## config.mk

```make
export PLATFORM = sky130hd
export DESIGN_NAME = nibbler_seq
export DESIGN_NICKNAME = d
export VERILOG_FILES = /design/src/rtl/nibbler_pkg.sv /design/src/rtl/nibbler_decode.sv /design/src/rtl/nibbler_seq.sv
export SDC_FILE = /design/constraint.sdc
export NUM_CORES = 1
export LEC_CHECK = 0
export ABC_AREA = 0
export CAP_MARGIN = 20
export CORE_MARGIN = 2
export CORE_UTILIZATION = 25
export CTS_BUF_LIST = sky130_fd_sc_hd__clkbuf_8
export CTS_CLUSTER_SIZE = 28
export DETAILED_ROUTE_END_ITERATION = 12
export MAX_ROUTING_LAYER = met4
export PLACE_DENSITY = 0.43
export SLEW_MARGIN = 20
export SYNTH_ARGS = -nofsm -noshare
export SYNTH_HDL_FRONTEND = slang
export SYNTH_SLANG_ARGS = --single-unit
```

## constraint.sdc

```tcl
create_clock -name clock -period 4.7 [get_ports clock]
set_clock_uncertainty 0.2 [all_clocks]
set_input_delay 0.94 -clock clock [delete_from_list [all_inputs] [get_ports clock]]
set_output_delay 0.94 -clock clock [all_outputs]
set_load 0.01 [all_outputs]
```

## src/rtl/nibbler_pkg.sv

```systemverilog
// Shared definitions for the nibbler sequencer: opcodes, ALU selects,
// state encoding, the decoded-control bundle and the jump-condition helper.
package nibbler_pkg;

  // Opcodes (upper nibble of the first instruction byte)
  localparam logic [3:0] OP_NOP   = 4'h0;
  localparam logic [3:0] OP_LIT   = 4'h1;
  localparam logic [3:0] OP_ADDI  = 4'h2;
  localparam logic [3:0] OP_CMPI  = 4'h3;
  localparam logic [3:0] OP_NANDI = 4'h4;
  localparam logic [3:0] OP_OUT   = 4'h5;
  localparam logic [3:0] OP_IN    = 4'h6;
  localparam logic [3:0] OP_JMP   = 4'h8;
  localparam logic [3:0] OP_JC    = 4'h9;
  localparam logic [3:0] OP_JNC   = 4'hA;
  localparam logic [3:0] OP_JZ    = 4'hB;
  localparam logic [3:0] OP_JNZ   = 4'hC;
  localparam logic [3:0] OP_HALT  = 4'hF;

  // ALU select codes driven on alu_sel
  localparam logic [2:0] ALU_PASS_A = 3'd0;
  localparam logic [2:0] ALU_SUB    = 3'd1;
  localparam logic [2:0] ALU_PASS_B = 3'd2;
  localparam logic [2:0] ALU_ADD    = 3'd3;
  localparam logic [2:0] ALU_NAND   = 3'd4;

  // Sequencer state encoding
  localparam logic [1:0] ST_FETCH  = 2'd0;
  localparam logic [1:0] ST_FETCH2 = 2'd1;
  localparam logic [1:0] ST_EXEC   = 2'd2;
  localparam logic [1:0] ST_HALTED = 2'd3;

  // Control bundle produced by the decoder for one opcode
  typedef struct packed {
    logic [2:0] alu_sel;
    logic       b_sel;
    logic       acc_we;
    logic       out_we;
    logic       flag_we;
    logic       is_jump;
    logic       is_two_byte;
    logic       is_halt;
  } dec_t;

  // Branch condition for the jump opcodes, evaluated on the current flags
  function automatic logic jump_taken(input logic [3:0] op,
                                      input logic       c,
                                      input logic       z);
    logic taken;
    case (op)
      OP_JMP:  taken = 1'b1;
      OP_JC:   taken = c;
      OP_JNC:  taken = !c;
      OP_JZ:   taken = z;
      OP_JNZ:  taken = !z;
      default: taken = 1'b0;
    endcase
    return taken;
  endfunction

endpackage

```

## src/rtl/nibbler_decode.sv

```systemverilog
// Opcode decoder for the nibbler sequencer. Purely combinational.
// HALT (opcode F) is decoded only when NIBBLER_SEQ_HALT_EN is defined;
// otherwise F falls through to the NOP default.
import nibbler_pkg::*;

module nibbler_decode (
  input  logic [3:0] opcode,
  output dec_t       dec
);

  // Map the opcode nibble onto ALU select, B source and enable strobes
  always_comb begin
    // NOTE: assigning every field a default first keeps this block purely
    // combinational; any field left unassigned on some path would become a latch.
    dec = '0;
    case (opcode)
      OP_LIT: begin
        dec.alu_sel = ALU_PASS_B;
        dec.acc_we  = 1'b1;
        dec.flag_we = 1'b1;
      end
      OP_ADDI: begin
        dec.alu_sel = ALU_ADD;
        dec.acc_we  = 1'b1;
        dec.flag_we = 1'b1;
      end
      OP_CMPI: begin
        dec.alu_sel = ALU_SUB;
        dec.flag_we = 1'b1;
      end
      OP_NANDI: begin
        dec.alu_sel = ALU_NAND;
        dec.acc_we  = 1'b1;
        dec.flag_we = 1'b1;
      end
      OP_OUT: begin
        dec.out_we = 1'b1;
      end
      OP_IN: begin
        dec.alu_sel = ALU_PASS_B;
        dec.b_sel   = 1'b1;
        dec.acc_we  = 1'b1;
        dec.flag_we = 1'b1;
      end
      OP_JMP, OP_JC, OP_JNC, OP_JZ, OP_JNZ: begin
        dec.is_jump     = 1'b1;
        dec.is_two_byte = 1'b1;
      end
`ifdef NIBBLER_SEQ_HALT_EN
      OP_HALT: begin
        dec.is_halt = 1'b1;
      end
`endif
      default: dec = '0;
    endcase
  end

endmodule

```

## src/rtl/nibbler_seq.sv

```systemverilog
// Nibbler instruction sequencer: fetches one- or two-byte instructions from
// a program ROM, drives ALU control for one EXEC cycle per instruction and
// keeps the carry/zero flags. Define NIBBLER_SEQ_HALT_EN to enable the HALT
// opcode and the HALTED state.
import nibbler_pkg::*;

module nibbler_seq #(
  parameter logic [11:0] RESET_PC = 12'h000
) (
  input  logic        clock,
  input  logic        reset_n,
  input  logic [7:0]  prog_byte,
  input  logic        prog_ready,
  output logic [11:0] pc,
  output logic [2:0]  alu_sel,
  output logic [3:0]  imm,
  output logic        b_sel,
  input  logic        alu_zero,
  input  logic        alu_cout,
  output logic        acc_we,
  output logic        out_we,
  output logic        c_flag,
  output logic        z_flag,
  output logic        halted
);

  logic [1:0] state;
  logic [3:0] opcode;
  logic [3:0] operand;
  logic [7:0] target_lo;
  logic [3:0] dec_op;
  dec_t       dec;

  // In FETCH the decoder looks at the incoming byte so the one/two-byte
  // decision is made on the same edge that latches it; elsewhere it sees
  // the latched opcode.
  assign dec_op = (state == ST_FETCH) ? prog_byte[7:4] : opcode;

  nibbler_decode u_decode (
    .opcode (dec_op),
    .dec    (dec)
  );

  // ALU control and strobes are only live during EXEC; reset forces state
  // to FETCH asynchronously, which drops all of them immediately.
  always_comb begin
    alu_sel = ALU_PASS_A;
    imm     = 4'h0;
    b_sel   = 1'b0;
    acc_we  = 1'b0;
    out_we  = 1'b0;
    if (state == ST_EXEC) begin
      alu_sel = dec.alu_sel;
      imm     = operand;
      b_sel   = dec.b_sel;
      acc_we  = dec.acc_we;
      out_we  = dec.out_we;
    end
  end

`ifdef NIBBLER_SEQ_HALT_EN
  assign halted = (state == ST_HALTED);
`else
  assign halted = 1'b0;
`endif

  // Sequencer state, program counter, instruction latches and flags
  always_ff @(posedge clock or negedge reset_n) begin
    if (!reset_n) begin
      state     <= ST_FETCH;
      pc        <= RESET_PC;
      opcode    <= OP_NOP;
      operand   <= 4'h0;
      target_lo <= 8'h00;
      c_flag    <= 1'b0;
      z_flag    <= 1'b0;
    end else begin
      // NOTE: non-blocking assignments here so every register samples the
      // pre-edge values (the jump test below must see the old flags).
      case (state)
        ST_FETCH: begin
          if (prog_ready) begin
            opcode  <= prog_byte[7:4];
            operand <= prog_byte[3:0];
            pc      <= pc + 12'd1;
            state   <= dec.is_two_byte ? ST_FETCH2 : ST_EXEC;
          end
        end
        ST_FETCH2: begin
          if (prog_ready) begin
            target_lo <= prog_byte;
            pc        <= pc + 12'd1;
            state     <= ST_EXEC;
          end
        end
        ST_EXEC: begin
          if (dec.is_jump && jump_taken(opcode, c_flag, z_flag))
            pc <= {operand, target_lo};
          if (dec.flag_we) begin
            c_flag <= alu_cout;
            z_flag <= alu_zero;
          end
          state <= dec.is_halt ? ST_HALTED : ST_FETCH;
        end
`ifdef NIBBLER_SEQ_HALT_EN
        ST_HALTED: begin
          state <= ST_HALTED;
        end
`endif
        default: begin
          state <= ST_FETCH;
        end
      endcase
    end
  end

endmodule

```

==> metrics.yaml, run 1 <==
place.gp.congestion: 0.7289
regToRegSetupSlack_ps: 2250
nets: 228
cp.required_ps: 3560
cp.arrival_ps: 2930
synth_area_leaders: "dfrtp_1 (43%), mux2_1 (10%), a2111oi_4 (3.0%)"
finalHoldViolCount: 0
cts.sinks: 32
yosys.area.top_type_share_pct: 42.92
fillers: 769
grt_pass1_vias: 1560
startpoint: "prog_byte[4]"
async_flop_share_pct: 100.0
path_class: "input port to primary output"
hold_buffers: 0
crit_buf_inv: 2
route.detailed.vias_per_inst: 4.955
hpwl_mm: 3.627
remaining_drc_errors: 0
reg2reg_depth: 4
wire_per_inst_um: 15.82
slew_headroom_pct: 43.94
hp-start: "operand[2]"
r2r_end: "pc[7]"
pwr_density_cell_nw_per_um2: 487.4
port_buffers: 36
fp.dieArea_um2: 8169
num_io_pins: 38
r2r_start: "state[0]"
drive_gt1_share_pct: 9.767
via_count: 1556
yosysSeqAreaShare_pct: 42.92
tritoncts: "yes"
coreArea_um2: 7253
synthMostInstantiatedCell: "dfrtp_1"
grt_max_degree: 23
final.min_clock_period_ps: 4068
die_h_um: 90.39
worst_slew_pin_slew_ps: 841.0
antenna_found_initial: 0
status: "finished, final reports clean"
cts_buffer_depth: 2
path_clk_slew_ps: 60
power_frac_seq_pct: 42.8
yosys_warnings: 0
whs_endpoint: "operand[2]"
synth_edf_count: 0
syn2layout_area_growth_pct: 28.30
detail-route-antenna-nets: 0
drt-initial-drc-count: 90
power_leakage_nw: 0.9064
diodes: 0
holdWs_ps: 290.7
fin_tns_setup_ps: 0
cp_top_family: "buffers and inverters"
numCtsBuffers: 5
fmaxAchievable_mhz: 245.8
grt_setup_unrepaired: "no"
synth_cell_types: 48
rows: 31
synth_area_leader_cell: "dfrtp_1"
globalRouteOverflowTotal: 0
clock_latency_ps: 290
peakVddDrop_uv: 119.5
crit_path_start_kind: "input port"
cts.repair.resized: 0
cts_root_buf: "clkbuf_8"
crit_chain: "clkdlybuf4s50_1 -> or4b_1 -> o21ai_1 -> a32oi_1 -> o21bai_1 -> clkdlybuf4s50_1"
maxSlewViolCount: 0
power_switching_uw: 434.2
ys_top_cells_by_count: "dfrtp_1 (32), mux2_1 (17), nor2_1 (10)"
critical-path-max-stage-delay_ps: 560
netlist_area_um2: 1866
period_share_pct: 86.55
pwr-share-clk_pct: 19.2
cp-end-kind: "primary output"
min_path_cells: 1
grt_use_total_pct: 13.14
drtPass1Iterations: 4
htreeDepth: 2
start_util_pct: 25.72
p_int_uw: 732.5
grt_pass1_wl_mm: 8.355
syn_nets: 193
drv_cap: 0
ys_seq_elements: 32
path_common_cell: "clkdlybuf4s50_1"
die_w_um: 90.39
path_max_fanout: 7
cts_setup_buffers: 0
hp-class: "register to register"
crit_slowest_cell: "or4b_1"
switching_share_pct: 37.22
synth_flop_cell: "dfrtp_1"
wl_mm: 4.967
p_comb_share_pct: 38.0
avgSynthCellArea_um2: 10.42
synth_cells: 179
final-setup-viol-count: 0
[layout make-up]
| type | instances | area, um^2 | area share (%) |
|---|---|---|---|
| Multi-Input combinational cell | 129 | 972.2 | 40.62 |
| Sequential cell | 32 | 800.8 | 33.46 |
| Timing Repair Buffer | 39 | 377.9 | 15.79 |
| Tap cell | 99 | 123.9 | 5.175 |
| Clock buffer | 6 | 82.58 | 3.450 |
| Inverter | 7 | 26.28 | 1.098 |
| Clock inverter | 2 | 10.01 | 0.4182 |
[layout by cell type, fill, tap and decap left out, drive strengths merged, types with 2 or more instances in the layout]
cell	Yosys	routed
a2111oi	2	2
a21oi	8	8
a22oi	2	2
a31oi	4	4
and2	5	5
and3	2	2
buf	8	4
clkbuf	3	6
clkdlybuf4s50	0	35
clkinv	0	2
dfrtp	32	32
inv	7	7
mux2	17	17
mux2i	2	2
nand2	8	8
nand2b	4	4
nand3	6	6
nand4	2	2
nor2	11	11
nor2b	4	4
nor3	7	7
nor4	5	5
o21ai	7	7
o22ai	2	2
o2bb2ai	5	5
o31ai	2	2
o32ai	6	6
or2	2	2
or4b	2	2
[through the flow]
step | instance area [um^2] | setup WS [ps] | std cells | power [mW] | util (%)
2_1_floorplan | 1866 | 1690 | 179 | 0.7275 | -
3_3_place_gp | 2306 | 642.1 | 306 | 0.9503 | 31.79
3_5_place_dp | 2306 | 628.9 | 306 | 0.9529 | 31.79
4_1_cts | 2399 | 624.1 | 314 | 1.183 | 33.07
5_1_grt | 2394 | 537.8 | 314 | 1.255 | 33.00
6_report | 2394 | 632.2 | 314 | 1.167 | 33.00
[logic make-up after synthesis]
kind of cell,Yosys count,share of synthesized area (%)
AOI/OAI and AO/OA,46,20.05
adders and majority gates,1,0.6706
buffers and inverters,18,4.963
DFF,32,42.92
muxes,20,12.54
other,1,0.2010
and+or+nand+nor,61,18.65
[power groups by stage]
stage | combinational, mW | sequential [mW] | clock [mW]
floorplan | 0.241 | 0.487 | 0
global placement | 0.444 | 0.506 | 0
detailed placement | 0.446 | 0.507 | 0
CTS | 0.448 | 0.501 | 0.235
global route | 0.485 | 0.521 | 0.248
finish | 0.443 | 0.500 | 0.224
[worst register-to-register path: cells and delay by family, from the launching register on]
family,cells,cell delay (ps)
compound gates,2,970
flops,1,480
simple gates,2,700
[worst max path at each step]
stage	endpoint	slack, ps	cells after the start
6_report	acc_we	630	6
5_1_grt	acc_we	540	6
4_1_cts	acc_we	620	6
3_5_place_dp	acc_we	630	6
3_3_place_gp	acc_we	640	6
2_1_floorplan	acc_we	1690	4
[state kept, by name (all words and copies together) (netlist names)]
signal	cells
c_flag	1
opcode	4
operand	4
pc	12
state	2
target_lo	8
z_flag	1
[metal layers]
| metal | up-vias | routed length (um) | GRT usage [%] |
|---|---|---|---|
| li1 | 743 | - | - |
| met1 | 777 | 2470 | 17.94 |
| met2 | 32 | 2303 | 20.05 |
| met3 | 4 | 142 | 2.588 |
| met4 | 0 | 50 | 3.462 |
| met5 | - | 0 | - |
Power figures use the tool's default switching activity.
==> inputs of run 2 (changes only) <==
- DONT_BUFFER_PORTS: not set -> 1
- PLACE_DENSITY: 0.43 -> 0.36
- SLEW_MARGIN: 20 -> 40
==> run 2 against run 1 <==
First-iteration DRC count rose by 29%. Power fell by 7.3%. Maximum frequency rose by 30%. Register-to-register slack improved by 190 ps. Setup slack improved by 930 ps. Critical path depth fell by 1. Global-route usage rose by 0.43 points. Largest cell class unchanged. Worst hold slack got worse by 150 ps. Combinational power fell by 37%. Count of clock-buffer cells in the layout fell by 1. Highest routed layer unchanged. Final area fell by 14%. Cell count fell by 11%.
==> metrics.yaml, run 2 (synthesized netlist as in run 1, its figures left out) <==
fin_tns_setup_ps: 0  # unchanged
syn2layout_area_growth_pct: 10.46
path_max_fanout: 23  # +16
hold_buffers: 0  # unchanged
detail-route-antenna-nets: 0  # unchanged
reg2reg_depth: 5  # +1
cp-end-kind: "primary output"
diodes: 0  # unchanged
drt-initial-drc-count: 116  # +29%
cp_top_family: "simple AND/OR/NAND/NOR gates"
mostFrequentLayoutCell: "dfrtp_1"
crit_slowest_cell: "dfrtp_1"
cp.arrival_ps: 1990  # -940 ps
hp-class: "input port to async pin"
fillers: 773  # +0.52%
wire_per_inst_um: 18.28  # +16%
final_cell_mix: "dfrtp_1 (32), mux2_1 (17), nor2_1 (10)"
worst_slew_pin_slew_ps: 579.6  # -261.3 ps
switching_share_pct: 38.94  # +1.7 points
hpwl_mm: 3.690  # +1.7%
cp_num_cells: 5  # -1
p_comb_share_pct: 25.6  # -12 points
peakVddDrop_uv: 160.8  # +35%
tritoncts: "yes"
power_switching_uw: 421.1  # -3.0%
reg.largest.list: "pc x12, target_lo x8"
num_io_pins: 38  # unchanged
fp.dieArea_um2: 8169  # unchanged
nets: 193  # -15%
crit_path_start_kind: "register"
r2r_end: "pc[5]"
r2r_start: "state[0]"
pwr_density_cell_nw_per_um2: 524.8  # +7.7%
path_clk_slew_ps: 70  # about the same
htreeDepth: 2  # unchanged
p_int_uw: 660.3  # -9.9%
final-setup-viol-count: 0  # unchanged
rows: 31  # unchanged
grt_pass1_vias: 1523  # -2.4%
slew_headroom_pct: 61.15  # +17 points
cts_buffer_depth: 2  # unchanged
remaining_drc_errors: 0  # unchanged
drv_cap: 0  # unchanged
numCtsBuffers: 5  # unchanged
clock_latency_ps: 290  # about the same
cts.repair.resized: 0  # unchanged
cts_root_buf: "clkbuf_8"
crit_chain: "and2b_1 -> buf_4 -> nand3_1 -> nor3_1 -> o21bai_1"
largest_reg_flops: 12  # unchanged
grt_setup_unrepaired: "no"
fmaxAchievable_mhz: 319.0  # +30%
status: "finished, final reports clean"
power_leakage_nw: 0.7851  # -13%
wl_mm: 5.101  # +2.7%
start_util_pct: 25.72  # unchanged
pwr-share-clk_pct: 24.5  # +5.3 points
cts.sinks: 32  # unchanged
fin_util_pct: 28.41  # -4.6 points
coreArea_um2: 7253  # unchanged
holdWs_ps: 138.5  # -152.2 ps
grt_max_degree: 33  # +43%
antenna_found_initial: 0  # unchanged
critPathCapture: "acc_we"
route.detailed.vias_per_inst: 5.222  # +5.4%
drtPass1Iterations: 4  # unchanged
finalHoldViolCount: 0  # unchanged
critical-path-max-stage-delay_ps: 490  # -70 ps
regToRegSetupSlack_ps: 2440  # +190 ps
grt_pass1_wl_mm: 8.597  # +2.9%
p_total_mw: 1.081  # -7.3%
grt_use_total_pct: 13.58  # +0.43 points
top_register: "pc"
stdcell_area_um2: 2061  # -14%
maxSlewViolCount: 0  # unchanged
via_count: 1457  # -6.4%
cts_setup_buffers: 0  # unchanged
power_frac_seq_pct: 49.9  # +7.1 points
cp.required_ps: 3560  # about the same
post_dp_cell_area_um2: 1938  # -16%
crit_buf_inv: 1  # -1
final.min_clock_period_ps: 3135  # -933.2 ps
port_buffers: 0  # -100%
period_share_pct: 66.69  # -20 points
drive_gt1_share_pct: 11.11  # +1.3 points
path_class: "register to primary output"
globalRouteOverflowTotal: 0  # unchanged
place.gp.congestion: 0.7953  # +9.1%
die_h_um: 90.39  # unchanged
die_w_um: 90.39  # unchanged
startpoint: "state[0]"
-- run 2: worst reg2reg max path, delay by kind of cell, from the launching register on --
family          cells  cell delay [ps]
buf+inv             1              200
simple gates        2              960
compound gates      2              250
flops               1              520
-- run 2: cell type report --
cell class	instances	area (um^2)	area share [%]
Timing Repair Buffer	4	30.03	1.457
Tap cell	99	123.9	6.011
Sequential cell	32	800.8	38.86
Clock inverter	3	38.79	1.882
Inverter	7	26.28	1.275
Clock buffer	5	68.82	3.339
Multi-Input combinational cell	129	972.2	47.18
-- run 2: worst min-delay path by stage --
stage                from          to  slack [ps]  depth (start not counted)
6_report          reset_n       pc[3]         140                          0
3_3_place_gp   operand[3]  operand[3]         270                          1
2_1_floorplan  operand[0]  operand[0]         250                          1
4_1_cts           reset_n   opcode[3]         130                          0
3_5_place_dp   operand[2]  operand[2]         270                          1
5_1_grt           reset_n   opcode[2]         120                          0
-- run 2: metrics by stage --
step	cells	setup WS (ps)
after floorplan	179	1690
after global placement	269	1594
after detailed placement	269	1593
after CTS	277	1511
after global routing	279	1416
final	279	1565
-- run 2: layer usage --
layer / track usage [%] / vias to the layer above / wire length [um]
met5: - / - / 0
met4: 3.846 / 0 / 20
met3: 4.257 / 3 / 320
met2: 20.11 / 44 / 2394
met1: 17.92 / 734 / 2365
li1: - / 676 / -
-- run 2: power by group through the flow --
stage	clock network (mW)	logic, mW	registers (mW)
finish	0.265	0.277	0.540
global route	0.281	0.316	0.560
CTS	0.270	0.279	0.540
detailed placement	0	0.278	0.544
global placement	0	0.269	0.540
floorplan	0	0.241	0.487
